==> config.mk <==
export PLATFORM = sky130hd
export DESIGN_NAME = aes_add_round_key_stage_flat
export DESIGN_NICKNAME = d
export VERILOG_FILES = /design/src/rtl/aes_add_round_key_stage_if.sv /design/src/rtl/aes_add_round_key_stage.sv /design/src/flat_wrapper.sv
export SDC_FILE = /design/constraint.sdc
export NUM_CORES = 1
export LEC_CHECK = 0
export BUFFER_PORTS_ARGS = -buffer_cell sky130_fd_sc_hd__buf_2
export CORE_MARGIN = 2
export CORE_UTILIZATION = 51
export CTS_CLUSTER_DIAMETER = 200
export CTS_CLUSTER_SIZE = 24
export DETAILED_ROUTE_END_ITERATION = 6
export PLACE_DENSITY = 0.85
export SLEW_MARGIN = 15
export SYNTH_ARGS = -nofsm -noshare
export SYNTH_HDL_FRONTEND = slang
export SYNTH_SLANG_ARGS = --single-unit
==> constraint.sdc <==
create_clock -name clk -period 1.65 [get_ports clk]
set_input_delay 0.165 -clock clk [delete_from_list [all_inputs] [get_ports clk]]
set_output_delay 0.165 -clock clk [all_outputs]
set_load 0.05 [all_outputs]
==> src/rtl/aes_add_round_key_stage_if.sv <==
// ---------------------------------------------------------------------------
// aes_add_round_key_stage_if
// Stream bundle around the AddRoundKey stage: the upstream beat (state, key,
// round tag) with its valid/ready pair, and the downstream result beat with
// its valid/ready pair plus the sticky round-range error flag.
//
// Signals
//   in_state / in_key  [DATA_W]   input state and aligned round key
//   in_round           [ROUND_W]  round tag of the input beat
//   in_valid / in_ready           upstream handshake
//   out_data           [DATA_W]   state ^ key of the head beat
//   out_round          [ROUND_W]  round tag of the head beat
//   out_last                      head beat is the final round
//   out_valid / out_ready         downstream handshake
//   err_round                     sticky out-of-range round flag
//   out_parity         [DATA_W/8] per-byte even parity (only with ARK_PARITY_EN)
//
// Modports
//   slave  : the stage itself (consumes in_*, produces out_*)
//   master : the environment around the stage
//
// Optional feature macro: ARK_PARITY_EN
// ---------------------------------------------------------------------------
interface aes_add_round_key_stage_if #(
  parameter int DATA_W  = 128,
  parameter int ROUND_W = 4
);
  logic [DATA_W-1:0]   in_state;
  logic [DATA_W-1:0]   in_key;
  logic [ROUND_W-1:0]  in_round;
  logic                in_valid;
  logic                in_ready;

  logic [DATA_W-1:0]   out_data;
  logic [ROUND_W-1:0]  out_round;
  logic                out_last;
  logic                out_valid;
  logic                out_ready;
  logic                err_round;
`ifdef ARK_PARITY_EN
  logic [DATA_W/8-1:0] out_parity;
`endif

  modport slave (
    input  in_state, in_key, in_round, in_valid, out_ready,
`ifdef ARK_PARITY_EN
    output out_parity,
`endif
    output in_ready, out_data, out_round, out_last, out_valid, err_round
  );

  modport master (
    output in_state, in_key, in_round, in_valid, out_ready,
`ifdef ARK_PARITY_EN
    input  out_parity,
`endif
    input  in_ready, out_data, out_round, out_last, out_valid, err_round
  );
endinterface

==> src/rtl/aes_add_round_key_stage.sv <==
// ---------------------------------------------------------------------------
// aes_add_round_key_stage
// Registered AddRoundKey stage of the aes128 datapath: out = state ^ key.
// A main output register plus one skid entry give a two-beat buffer so that
// in_ready is a pure register output (no combinational path from out_ready)
// while still sustaining one beat per cycle. The XOR, round tag, last flag
// and (optionally) byte parity are all computed at accept time and stored.
//
// Ports
//   clk    : clock, rising edge
//   rst_n  : asynchronous active-low reset; empties both entries
//   bus    : aes_add_round_key_stage_if.slave (see interface header)
//
// Parameters
//   DATA_W     : state/key width, multiple of 8
//   ROUND_W    : round tag width
//   LAST_ROUND : round index of the final AddRoundKey
//
// Optional feature macro: ARK_PARITY_EN adds bus.out_parity, per-byte even
// parity of out_data, carried alongside the data.
// ---------------------------------------------------------------------------
module aes_add_round_key_stage #(
  parameter int DATA_W     = 128,
  parameter int ROUND_W    = 4,
  parameter int LAST_ROUND = 10
) (
  input  logic                       clk,
  input  logic                       rst_n,
  aes_add_round_key_stage_if.slave   bus
);

  localparam logic [ROUND_W-1:0] LAST_TAG = ROUND_W'(LAST_ROUND);

  typedef struct packed {
    logic [DATA_W-1:0]   data;
    logic [ROUND_W-1:0]  round;
    logic                last;
`ifdef ARK_PARITY_EN
    logic [DATA_W/8-1:0] parity;
`endif
  } beat_t;

  beat_t main_q;
  beat_t skid_q;
  beat_t new_beat;
  logic  main_valid;
  logic  skid_valid;
  logic  err_q;
  logic  accept;
  logic  emit;
  logic  new_err;

  // The skid entry only fills while main is stalled, so readiness is simply
  // "skid has room" and never looks at out_ready.
  assign accept = bus.in_valid & ~skid_valid;
  assign emit   = main_valid & bus.out_ready;

  // Everything the downstream needs is derived here, once, at accept time.
  always_comb begin
    new_beat       = '0;
    new_beat.data  = bus.in_state ^ bus.in_key;
    new_beat.round = bus.in_round;
    new_beat.last  = (bus.in_round == LAST_TAG);
`ifdef ARK_PARITY_EN
    for (int i = 0; i < DATA_W/8; i++) begin
      new_beat.parity[i] = ^new_beat.data[8*i +: 8];
    end
`endif
    new_err = (bus.in_round > LAST_TAG);
  end

  // Entry management. When main is empty the skid is always empty too, so a
  // new beat can go straight to main. When main drains while the skid holds a
  // beat, the skid moves up; in_ready is low then, so no accept competes.
  always_ff @(posedge clk or negedge rst_n) begin
    if (!rst_n) begin
      main_q     <= '0;
      skid_q     <= '0;
      main_valid <= 1'b0;
      skid_valid <= 1'b0;
      err_q      <= 1'b0;
    end else begin
      if (!main_valid) begin
        if (accept) begin
          main_q     <= new_beat;
          main_valid <= 1'b1;
        end
      end else if (emit) begin
        if (skid_valid) begin
          main_q     <= skid_q;
          skid_valid <= 1'b0;
        end else if (accept) begin
          main_q <= new_beat;
        end else begin
          main_valid <= 1'b0;
        end
      end else if (accept) begin
        skid_q     <= new_beat;
        skid_valid <= 1'b1;
      end

      if (accept && new_err) begin
        err_q <= 1'b1;
      end
    end
  end

  assign bus.in_ready  = ~skid_valid;
  assign bus.out_valid = main_valid;
  assign bus.out_data  = main_q.data;
  assign bus.out_round = main_q.round;
  assign bus.out_last  = main_q.last;
  assign bus.err_round = err_q;
`ifdef ARK_PARITY_EN
  assign bus.out_parity = main_q.parity;
`endif

endmodule

==> src/flat_wrapper.sv <==
// flat-port wrapper written by rule: the top's interface ports become plain ports
module aes_add_round_key_stage_flat 
#(
  parameter int DATA_W     = 128,
  parameter int ROUND_W    = 4,
  parameter int LAST_ROUND = 10
)
  (clk, rst_n, bus_in_state, bus_in_key, bus_in_round, bus_in_valid, bus_out_ready, bus_in_ready, bus_out_data, bus_out_round, bus_out_last, bus_out_valid, bus_err_round);
  aes_add_round_key_stage_if #(.DATA_W(DATA_W), .ROUND_W(ROUND_W)) bus_i ();
  input  logic clk;
  input  logic rst_n;
  input wire logic [$bits(bus_i.in_state)-1:0] bus_in_state;
  input wire logic [$bits(bus_i.in_key)-1:0] bus_in_key;
  input wire logic [$bits(bus_i.in_round)-1:0] bus_in_round;
  input wire logic [$bits(bus_i.in_valid)-1:0] bus_in_valid;
  input wire logic [$bits(bus_i.out_ready)-1:0] bus_out_ready;
  output wire logic [$bits(bus_i.in_ready)-1:0] bus_in_ready;
  output wire logic [$bits(bus_i.out_data)-1:0] bus_out_data;
  output wire logic [$bits(bus_i.out_round)-1:0] bus_out_round;
  output wire logic [$bits(bus_i.out_last)-1:0] bus_out_last;
  output wire logic [$bits(bus_i.out_valid)-1:0] bus_out_valid;
  output wire logic [$bits(bus_i.err_round)-1:0] bus_err_round;
  assign bus_i.in_state = bus_in_state;
  assign bus_i.in_key = bus_in_key;
  assign bus_i.in_round = bus_in_round;
  assign bus_i.in_valid = bus_in_valid;
  assign bus_i.out_ready = bus_out_ready;
  assign bus_in_ready = bus_i.in_ready;
  assign bus_out_data = bus_i.out_data;
  assign bus_out_round = bus_i.out_round;
  assign bus_out_last = bus_i.out_last;
  assign bus_out_valid = bus_i.out_valid;
  assign bus_err_round = bus_i.err_round;
  aes_add_round_key_stage #(.DATA_W(DATA_W), .ROUND_W(ROUND_W), .LAST_ROUND(LAST_ROUND)) u_core (.clk(clk), .rst_n(rst_n), .bus(bus_i));
endmodule
==> flow_metrics.env, run 1 <==
export IMPL_grt_max_degree=71
export IMPL_die_x_um=156
export IMPL_synth_nets=1304
export IMPL_slowest_delay_ps=480
export IMPL_fin_crit_sh_pct=98.5
export IMPL_synthMuxAreaShare_pct=0
export IMPL_r2r_setup_slack_ps=20
export IMPL_tightest_slew_ps=445
export IMPL_holdPathStages=3
export IMPL_final_nets=1755
export IMPL_max_slew_margin_pct=70.3
export IMPL_yosysTopAreaCellShare_pct=57.2
export IMPL_drt_wl_total_um=34700
export IMPL_path_class="flop to flop"
export IMPL_synth_edf_count=0
export IMPL_start_kind="flop"
export IMPL_drive_gt1_share_pct=35.5
export IMPL_finalSetupTns_ps=0
export IMPL_gp_congestion=0.821
export IMPL_port_buffers=399
export IMPL_worst_setup_path_end_kind="flop"
export IMPL_final_max_slew_viol_count=0
export IMPL_synth_seq_cells=269
export IMPL_internal_power_mw=16.9
export IMPL_postSynthCellCount=1040
export IMPL_synth_top_family_by_area="compound AO/OA/AOI/OAI gates"
export IMPL_cts_made_buffers=15
export IMPL_place_inst=1673
export IMPL_yosys_area_share_xor_xnor_pct=9.52
export IMPL_switchingPower_mw=15.0
export IMPL_clock_sinks=269
export IMPL_swShare_pct=47.1
export IMPL_clk_latency_ps=480
export IMPL_synth_area_leaders="dfrtp_1 57%, xnor2_1 9.5%, o221a_1 6.3%, o221a_2 6.0%, nand3_1 5.6%"
export IMPL_synth_simple_gate_area_share_pct=10.7
export IMPL_synth_most_common_cell="dfrtp_1"
export IMPL_first_global_vias=10400
export IMPL_dp_hpwl_um=22200
export IMPL_die_h_um=156
export IMPL_synth_ff_type="dfrtp_1"
export IMPL_max_vdd_ir_drop_mv=1.46
export IMPL_avgSynthCellArea_sq_um=11.3
export IMPL_synth_common_cells="269 x dfrtp_1, 143 x nand2_1, 131 x nand3_1"
export IMPL_grt_ovfl_total=0
export IMPL_firstDrtPassIters=7
export IMPL_p_comb_share_pct=51.0
export IMPL_finalSetupViolations=0
export IMPL_r2r_start="u_core.skid_valid"
export IMPL_async_flop_share_pct=100
export IMPL_hp_start="bus_in_state[36]"
export IMPL_antenna_found_initial=1
export IMPL_hold_end="u_core.skid_q[41]"
export IMPL_power_frac_seq_pct=37.1
export IMPL_synth_compound_area_share_pct=18.7
export IMPL_post_drt_wl_per_cell_um=19.5
export IMPL_viasPerCell=5.77
export IMPL_row_count=55
export IMPL_synth_fa_ha_area_share_pct=0
export IMPL_crit_fanout=45
export IMPL_crit_slowest_cell="dfrtp_2"
export IMPL_root_buffer="clkbuf_16"
export IMPL_crit_arrival_ps=2040
export IMPL_holdCritPathClass="input port to flop"
export IMPL_rsz0062_at_grt="true"
export IMPL_dieArea_sq_mm=0.0243
export IMPL_crit_required_ps=2060
export IMPL_drtAntennaViolNets=0
export IMPL_yosys_area_top_type="dfrtp_1"
export IMPL_grt_pass1_wl_um=53800
export IMPL_pre_cts_slack_ps=10.3
export IMPL_stdcell_count=1778
export IMPL_synth_seq_area_share_pct=57.2
export IMPL_cts_tree="yes"
export IMPL_min_period_ps=1630
export IMPL_power_share_clock_pct=11.9
export IMPL_synth_cell_types=27
export IMPL_synth_warnings=0
export IMPL_cellPowerDensity_mw_per_mm2=2050
export IMPL_clk_pin_slew_ps=100
export IMPL_final_util_pct=68.7
export IMPL_reg2reg_depth=5
export IMPL_core_area_sq_mm=0.0226
export IMPL_drt_iter0_drc=816
export IMPL_top_level_ports=400
export IMPL_num_vias=10300
export IMPL_htree_levels=1
export IMPL_p_leak_nw=6.96
export IMPL_finalClockSkew_ps=19.5
export IMPL_area_growth_pct=32.2
export IMPL_gr_usage_all_layers_pct=27.6
export IMPL_start_util_pct=52.0
export IMPL_whs_ps=8.56
export IMPL_drv_cap=0
export IMPL_cts_max_path_buffers=3
export IMPL_cp_cell_sequence="nand2b_2 -> a21oi_4 -> buf_4 -> buf_16 -> o221a_1"
export IMPL_r2r_end="u_core.bus.out_data[64]"
export IMPL_final_hold_viol_count=0
export IMPL_setup_ws_ps=24.8
export IMPL_status="completed"
export IMPL_mappedNetlistArea_sq_mm=0.0118
export IMPL_remaining_drc_errors=0
export IMPL_max_freq_mhz=615
## worst max-delay path by stage
| stage | start | to | slack, ps | depth (start not counted) |
|---|---|---|---|---|
| global placement | u_core.bus.out_valid | u_core.bus.out_data[11] | 80 | 4 |
| global route | u_core.skid_valid | u_core.bus.out_data[64] | -40 | 5 |
| finish | u_core.skid_valid | u_core.bus.out_data[64] | 20 | 5 |
| floorplan | u_core.bus.out_valid | u_core.bus.out_data[100] | -10 | 7 |
| CTS | u_core.skid_valid | u_core.bus.out_data[105] | 8 | 4 |
| detailed placement | u_core.skid_valid | u_core.bus.out_data[1] | 10 | 4 |
## cells in the final DEF, fill, tap and decap left out, drive strengths merged
| cell | instances |
|---|---|
| o221a | 129 |
| a32oi | 1 |
| diode | 2 |
| buf | 441 |
| nor4bb | 1 |
| o21bai | 1 |
| o22ai | 4 |
| nor2b | 1 |
| nand4bb | 1 |
| o21ai | 129 |
| xnor2 | 128 |
| o2bb2a | 1 |
| or4bb | 1 |
| dfrtp | 269 |
| inv | 3 |
| clkbuf | 17 |
| and2b | 1 |
| nand3 | 131 |
| nand2 | 143 |
| a21oi | 4 |
| dlygate4sd3 | 81 |
| a2bb2oi | 2 |
| nand2b | 2 |
## cells by family after synthesis
kind of cell,Yosys count
DFF,269
xor gates and xnor gates,128
buffers and inverters,91
AOI/OAI and AO/OA,271
and+or+nand+nor,281
## worst max-delay path, delay by kind of cell (launching register included)
| family | cells | cell delay [ps] |
|---|---|---|
| AO/OA/AOI/OAI | 2 | 410 |
| flip-flops | 1 | 480 |
| AND/OR/NAND/NOR | 1 | 230 |
| buffers and inverters | 2 | 400 |
## routing by layer
layer / track usage, % / share of wire (%) / up-vias
li1: - / - / 4640
met1: 33.9 / 37 / 5006
met2: 49.5 / 52 / 525
met3: 4.11 / 7.2 / 80
met4: 10.5 / 3.5 / 0
met5: 0 / 0 / -
## registers in the layout (all words and copies together), names as in the netlist
name / count
u_core.bus.err_round: 1
u_core.bus.out_data: 128
u_core.bus.out_last: 1
u_core.bus.out_round: 4
u_core.skid_q: 133
u_core.skid_valid: 1
u_core.bus.out_valid: 1
## cell type report
cell class                      instances  area, sq um
Fill cell                            1594         7080
Sequential cell                       269         6730
Multi-Input combinational cell        680         4620
Timing Repair Buffer                  523         3440
Clock buffer                           16          379
Tap cell                              285          357
Clock inverter                          1         20.0
Inverter                                2         7.51
Antenna cell                            2         5.00
## power groups by stage
| stage | Combinational (mW) | Clock (mW) | Sequential [mW] |
|---|---|---|---|
| after floorplan | 5.93 | 0 | 17.1 |
| after detailed placement | 15.8 | 0 | 11.8 |
| after global placement | 15.2 | 0 | 11.7 |
| after CTS | 16.0 | 3.86 | 11.8 |
| after global routing | 17.2 | 4.08 | 12.1 |
| final | 16.3 | 3.79 | 11.8 |
## timing repair
item                       in CTS  in global routing
hold endpoints to repair      249                  0
setup buffers                   0                  4
hold buffers                   81                  0
setup endpoints to repair       4                105
gates resized for setup         2                  4
gates cloned                    0                  1
## stage by stage
| stage | instance area [sq um] | power, mW |
|---|---|---|
| 6_report | 15600 | 31.9 |
| 5_1_grt | 15600 | 33.4 |
| 3_5_place_dp | 14300 | 27.6 |
| 3_3_place_gp | 14300 | 27.0 |
| 4_1_cts | 15500 | 31.6 |
| 2_1_floorplan | 11800 | 23.0 |
Power figures use the tool's default switching activity.
==> run 2: changes to the inputs <==
Settings changed: ABC_CLOCK_PERIOD_IN_PS set to 1650, CELL_PAD_IN_SITES_DETAIL_PLACEMENT set to 1, CELL_PAD_IN_SITES_GLOBAL_PLACEMENT set to 2, CORE_UTILIZATION 51 to 31, PLACE_DENSITY 0.85 to 0.83.
==> run 2 against run 1 <==
Utilization down 24 points. Setup slack improved by 36 ps. Global-route usage is 8.2 points lower. Highest routed layer is now met5.
==> flow_metrics.env, run 2 (synthesis results as in run 1) <==
export IMPL_status="completed"
export IMPL_reg2reg_depth=5
export IMPL_dp_hpwl_um=25700
export IMPL_tightest_slew_ps=442
export IMPL_drv_cap=0
export IMPL_clk_latency_ps=510
export IMPL_crit_required_ps=1480
export IMPL_viasPerCell=4.94
export IMPL_cellPowerDensity_mw_per_mm2=1950
export IMPL_max_slew_margin_pct=70.5
export IMPL_port_buffers=399
export IMPL_finalSetupViolations=0
export IMPL_clock_sinks=269
export IMPL_row_count=71
export IMPL_layout_common_cells="397 x buf_2, 267 x dfrtp_1, 161 x dlygate4sd3_1"
export IMPL_holdPathStages=3
export IMPL_min_period_ps=1590
export IMPL_final_max_slew_viol_count=0
export IMPL_holdCritPathClass="input port to flop"
export IMPL_clk_pin_slew_ps=100
export IMPL_rsz0062_at_grt="false"
export IMPL_remaining_drc_errors=0
export IMPL_drtAntennaViolNets=0
export IMPL_num_fill_cells=4181
export IMPL_antenna_cells=0
export IMPL_finalClockSkew_ps=27.1
export IMPL_mostFrequentLayoutCell="buf_2"
export IMPL_die_h_um=199
export IMPL_cts_tree="yes"
export IMPL_post_drt_wl_per_cell_um=18.7
export IMPL_p_leak_nw=7.34
export IMPL_top_level_ports=400
export IMPL_area_growth_pct=42.3
export IMPL_fin_crit_sh_pct=96.3
export IMPL_drt_iter0_drc=319
export IMPL_largest_reg_flops=133
export IMPL_first_global_vias=11000
export IMPL_gp_congestion=0.755
export IMPL_grt_ovfl_total=0
export IMPL_max_freq_mhz=629
export IMPL_die_x_um=199
export IMPL_start_util_pct=31.4
export IMPL_htree_levels=1
export IMPL_place_inst=1908
export IMPL_drive_gt1_share_pct=34.0
export IMPL_core_area_sq_mm=0.0375
export IMPL_worst_setup_path_end_kind="output port"
export IMPL_final_nets=1841
export IMPL_crit_arrival_ps=1420
export IMPL_antenna_found_initial=1
export IMPL_num_vias=10300
export IMPL_grt_max_degree=74
export IMPL_start_kind="flop"
export IMPL_cts_max_path_buffers=3
export IMPL_final_hold_viol_count=0
export IMPL_drt_wl_total_um=39100
export IMPL_crit_fanout=6
export IMPL_max_vdd_ir_drop_mv=0.858
export IMPL_grt_pass1_wl_um=61000
export IMPL_firstDrtPassIters=6
export IMPL_whs_ps=9.68
export IMPL_regMostFlops="u_core.skid_q"
export IMPL_root_buffer="clkbuf_16"
export IMPL_dieArea_sq_mm=0.0395
export IMPL_gr_usage_all_layers_pct=19.4
export IMPL_path_class="flop to output port"
export IMPL_cts_made_buffers=15
export IMPL_stdcell_count=2089
-- run 2: worst max-delay path, cell delays in order (launching register included) --
cell and delay, ps:
dfrtp_2 440, buf_4 180, buf_2 290
-- run 2: where the power goes --
part           leakage, nW  total (mW)  internal, mW  switching (mW)
Sequential            3.18        11.7          9.80            1.90
Clock                0.200        3.92          1.70            2.23
Combinational         3.97        17.0          5.80            11.2
-- run 2: final cells by class --
class | instances | area, sq um | area share (%)
clock inverter | 2 | 28.8 | 0.172
sequential | 269 | 6730 | 40.2
inverter | 2 | 7.51 | 0.0448
tap | 511 | 639 | 3.82
clock buffer | 16 | 379 | 2.26
timing repair buffer | 609 | 4340 | 25.9
multi-input combinational | 680 | 4620 | 27.6
-- run 2: per-stage QoR --
stage | area, sq um | utilization (%) | power, mW | worst slack (ps) | setup TNS, ps
2_1_floorplan | 11800 | - | 23.0 | -11.4 | -572
3_3_place_gp | 14700 | 39.2 | 27.8 | 135 | 0
3_5_place_dp | 14700 | 39.2 | 28.4 | 75.0 | 0
4_1_cts | 16700 | 44.6 | 32.8 | 2.71 | 0
5_1_grt | 16700 | 44.7 | 34.5 | 1.91 | 0
6_report | 16700 | 44.7 | 32.6 | 60.4 | 0
-- run 2: per-layer routing --
| layer | global-route usage (%) | share of wire (%) | up-vias |
|---|---|---|---|
| li1 | - | - | 4803 |
| met1 | 24.7 | 42 | 5142 |
| met2 | 34.2 | 50 | 306 |
| met3 | 3.70 | 5.9 | 58 |
| met4 | 4.34 | 2.1 | 2 |
| met5 | 0 | 0.043 | - |
-- run 2: path summary, 6_finish.rpt --
kind                                       from                endpoint  slack, ps
hold / removal                 bus_in_state[40]       u_core.skid_q[45]         10
setup reg to reg              u_core.skid_valid  u_core.bus.out_data[9]         90
min in group asynchronous                 rst_n       u_core.skid_q[77]        170
hold reg to reg                u_core.skid_q[7]        u_core.skid_q[7]        480
setup / recovery           u_core.bus.out_valid           bus_out_valid         60
max in group asynchronous                 rst_n       u_core.skid_q[65]        750
-- run 2: timing repair --
| action | CTS | global route |
|---|---|---|
| hold endpoints to repair | 337 | 0 |
| hold buffers | 161 | 0 |
| pin swaps | 0 | 0 |
| setup buffers | 0 | 2 |
| endpoints found under the setup margin | 1 | 68 |
| gates resized for setup | 1 | 1 |
==> run 3: changes to the inputs <==
Settings changed: ABC_CLOCK_PERIOD_IN_PS 1650 to 2000, CAP_MARGIN set to 20, CORE_UTILIZATION 31 to 34, MAX_ROUTING_LAYER set to met4, PLACE_DENSITY 0.83 to 0.9.
Clock period 1.65 ns to 2 ns, I/O delays scaled along.
==> run 3 against run 2 <==
Total power shrank 21%. Wire length decreased by 9.2%. Setup slack improved by 120 ps. Count of clock-buffer cells in the layout down 1. Critical path depth up 2. Sequential power decreased by 17%. First-iteration DRC count grew 61%. Final cell count down 10%. Global-route usage increased by 0.57 points.
==> flow_metrics.env, run 3 (synthesis results as in run 1) <==
export IMPL_pre_cts_slack_ps=216
export IMPL_stdcell_area_sq_mm=0.0150
export IMPL_critPathBufInv=1
export IMPL_rsz0062_at_grt="false"
export IMPL_finalSetupTns_ps=0
export IMPL_remaining_drc_errors=0
export IMPL_p_leak_nw=6.60
export IMPL_root_buffer="clkbuf_16"
export IMPL_status="completed"
export IMPL_path_delay_family="flip-flops"
export IMPL_max_slew_margin_pct=52.3
export IMPL_layout_common_cells="398 x buf_2, 269 x dfrtp_1, 143 x nand2_1"
export IMPL_num_fill_cells=3831
export IMPL_worst_setup_path_end_kind="flop"
export IMPL_regMostFlops="u_core.skid_q"
export IMPL_tightest_slew_ps=705
export IMPL_cts_tree="yes"
export IMPL_gr_usage_all_layers_pct=20.0
export IMPL_drtAntennaViolNets=0
export IMPL_port_buffers=399
export IMPL_crit_required_ps=2430
export IMPL_drive_gt1_share_pct=36.2
export IMPL_finalSetupViolations=0
export IMPL_holdCritPathClass="input port to flop"
export IMPL_cts_made_buffers=15
export IMPL_clock_sinks=269
export IMPL_reg2reg_depth=4
export IMPL_final_max_slew_viol_count=0
export IMPL_viasPerCell=5.18
export IMPL_path_class="flop to flop"
export IMPL_placed_area_sq_mm=0.0143
export IMPL_hp_start="bus_in_state[47]"
export IMPL_start_kind="flop"
export IMPL_final_nets=1683
export IMPL_min_period_ps=1810
export IMPL_htree_levels=1
export IMPL_crit_fanout=68
export IMPL_clk_latency_ps=490
export IMPL_cts_max_path_buffers=3
export IMPL_holdPathStages=3
export IMPL_r2r_start="u_core.bus.out_valid"
export IMPL_dp_hpwl_um=24400
export IMPL_p_total_mw=25.9
export IMPL_core_area_sq_mm=0.0343
export IMPL_crit_slowest_cell="dfrtp_1"
export IMPL_gp_congestion=0.763
export IMPL_cp_cell_sequence="nand2_1 -> a21oi_4 -> buf_12 -> o221a_2"
export IMPL_firstDrtPassIters=4
export IMPL_area_growth_pct=27.1
export IMPL_crit_arrival_ps=2250
export IMPL_max_freq_mhz=551
export IMPL_drt_wl_total_um=35500
export IMPL_num_vias=9704
export IMPL_r2r_end="u_core.bus.out_data[57]"
export IMPL_fin_crit_sh_pct=90.7
export IMPL_hold_end="u_core.skid_q[52]"
export IMPL_mostFrequentLayoutCell="buf_2"
export IMPL_postCtsSetupBuffers=0
export IMPL_final_hold_viol_count=0
export IMPL_top_level_ports=400
export IMPL_slowest_delay_ps=620
export IMPL_largest_reg_flops=133
export IMPL_drt_iter0_drc=514
export IMPL_die_h_um=190
export IMPL_antenna_found_initial=1
export IMPL_row_count=68
export IMPL_r2r_setup_slack_ps=190
export IMPL_start_util_pct=34.3
export IMPL_max_vdd_ir_drop_mv=0.791
export IMPL_whs_ps=24.9
export IMPL_first_global_vias=10200
export IMPL_grt_ovfl_total=0
export IMPL_die_x_um=190
export IMPL_finalClockSkew_ps=23.3
export IMPL_grt_pass1_wl_um=56500
export IMPL_cellPowerDensity_mw_per_mm2=1730
export IMPL_grt_max_degree=129
export IMPL_drv_cap=0
export IMPL_clk_pin_slew_ps=100
export IMPL_dieArea_sq_mm=0.0361
export IMPL_post_drt_wl_per_cell_um=19.0
export IMPL_setup_ws_ps=185
==> run 3: tightest hold or removal path: stages <==
cell     delay, ps
buf_2           90
xnor2_1         70
o21ai_0        130
==> run 3: layer usage <==
layer  GRT usage, %  vias to the layer above  wire length (um)
met1           26.0                     4899             15300
met3           3.12                       28              2000
met5              -                        -                 0
met2           33.7                      283             17700
met4           3.07                        0               505
li1               -                     4494                 -
==> run 3: where the power goes <==
| group | total, mW | switching (mW) | internal, mW |
|---|---|---|---|
| Combinational | 13.0 | 8.93 | 4.08 |
| Clock | 3.21 | 1.83 | 1.38 |
| Sequential | 9.67 | 1.58 | 8.08 |
==> run 3: through the flow <==
step           std cells  util, %
6_report            1874     43.6
5_1_grt             1874     43.6
4_1_cts             1873     43.6
3_5_place_dp        1835     41.8
3_3_place_gp        1835     41.8
2_1_floorplan       1040        -
==> run 3: repair_timing <==
item,in CTS,in global routing
resized for setup,0,0
endpoints found under the hold margin,66,0
hold buffers,22,0
==> run 3: cell type report <==
class	count	area [sq um]	share of cell area, %
clock inverters	1	20.0	0.134
clock buffers	15	375	2.51
flip-flops and latches	269	6730	45.0
well taps	455	569	3.80
diodes	1	2.50	0.0167
inverters	2	7.51	0.0502
multi-input cells	680	4620	30.9
repair buffers	451	2640	17.6
==> run 3: how the worst max path moves through the flow <==
stage / endpoint / startpoint / cells past startpoint
detailed placement: u_core.bus.out_data[55] / u_core.bus.out_valid / 4
global route: u_core.bus.out_data[65] / u_core.bus.out_valid / 4
floorplan: u_core.skid_q[35] / u_core.bus.out_valid / 8
CTS: u_core.bus.out_data[55] / u_core.bus.out_valid / 4
finish: u_core.bus.out_data[57] / u_core.bus.out_valid / 4
global placement: u_core.bus.out_data[57] / u_core.bus.out_valid / 4
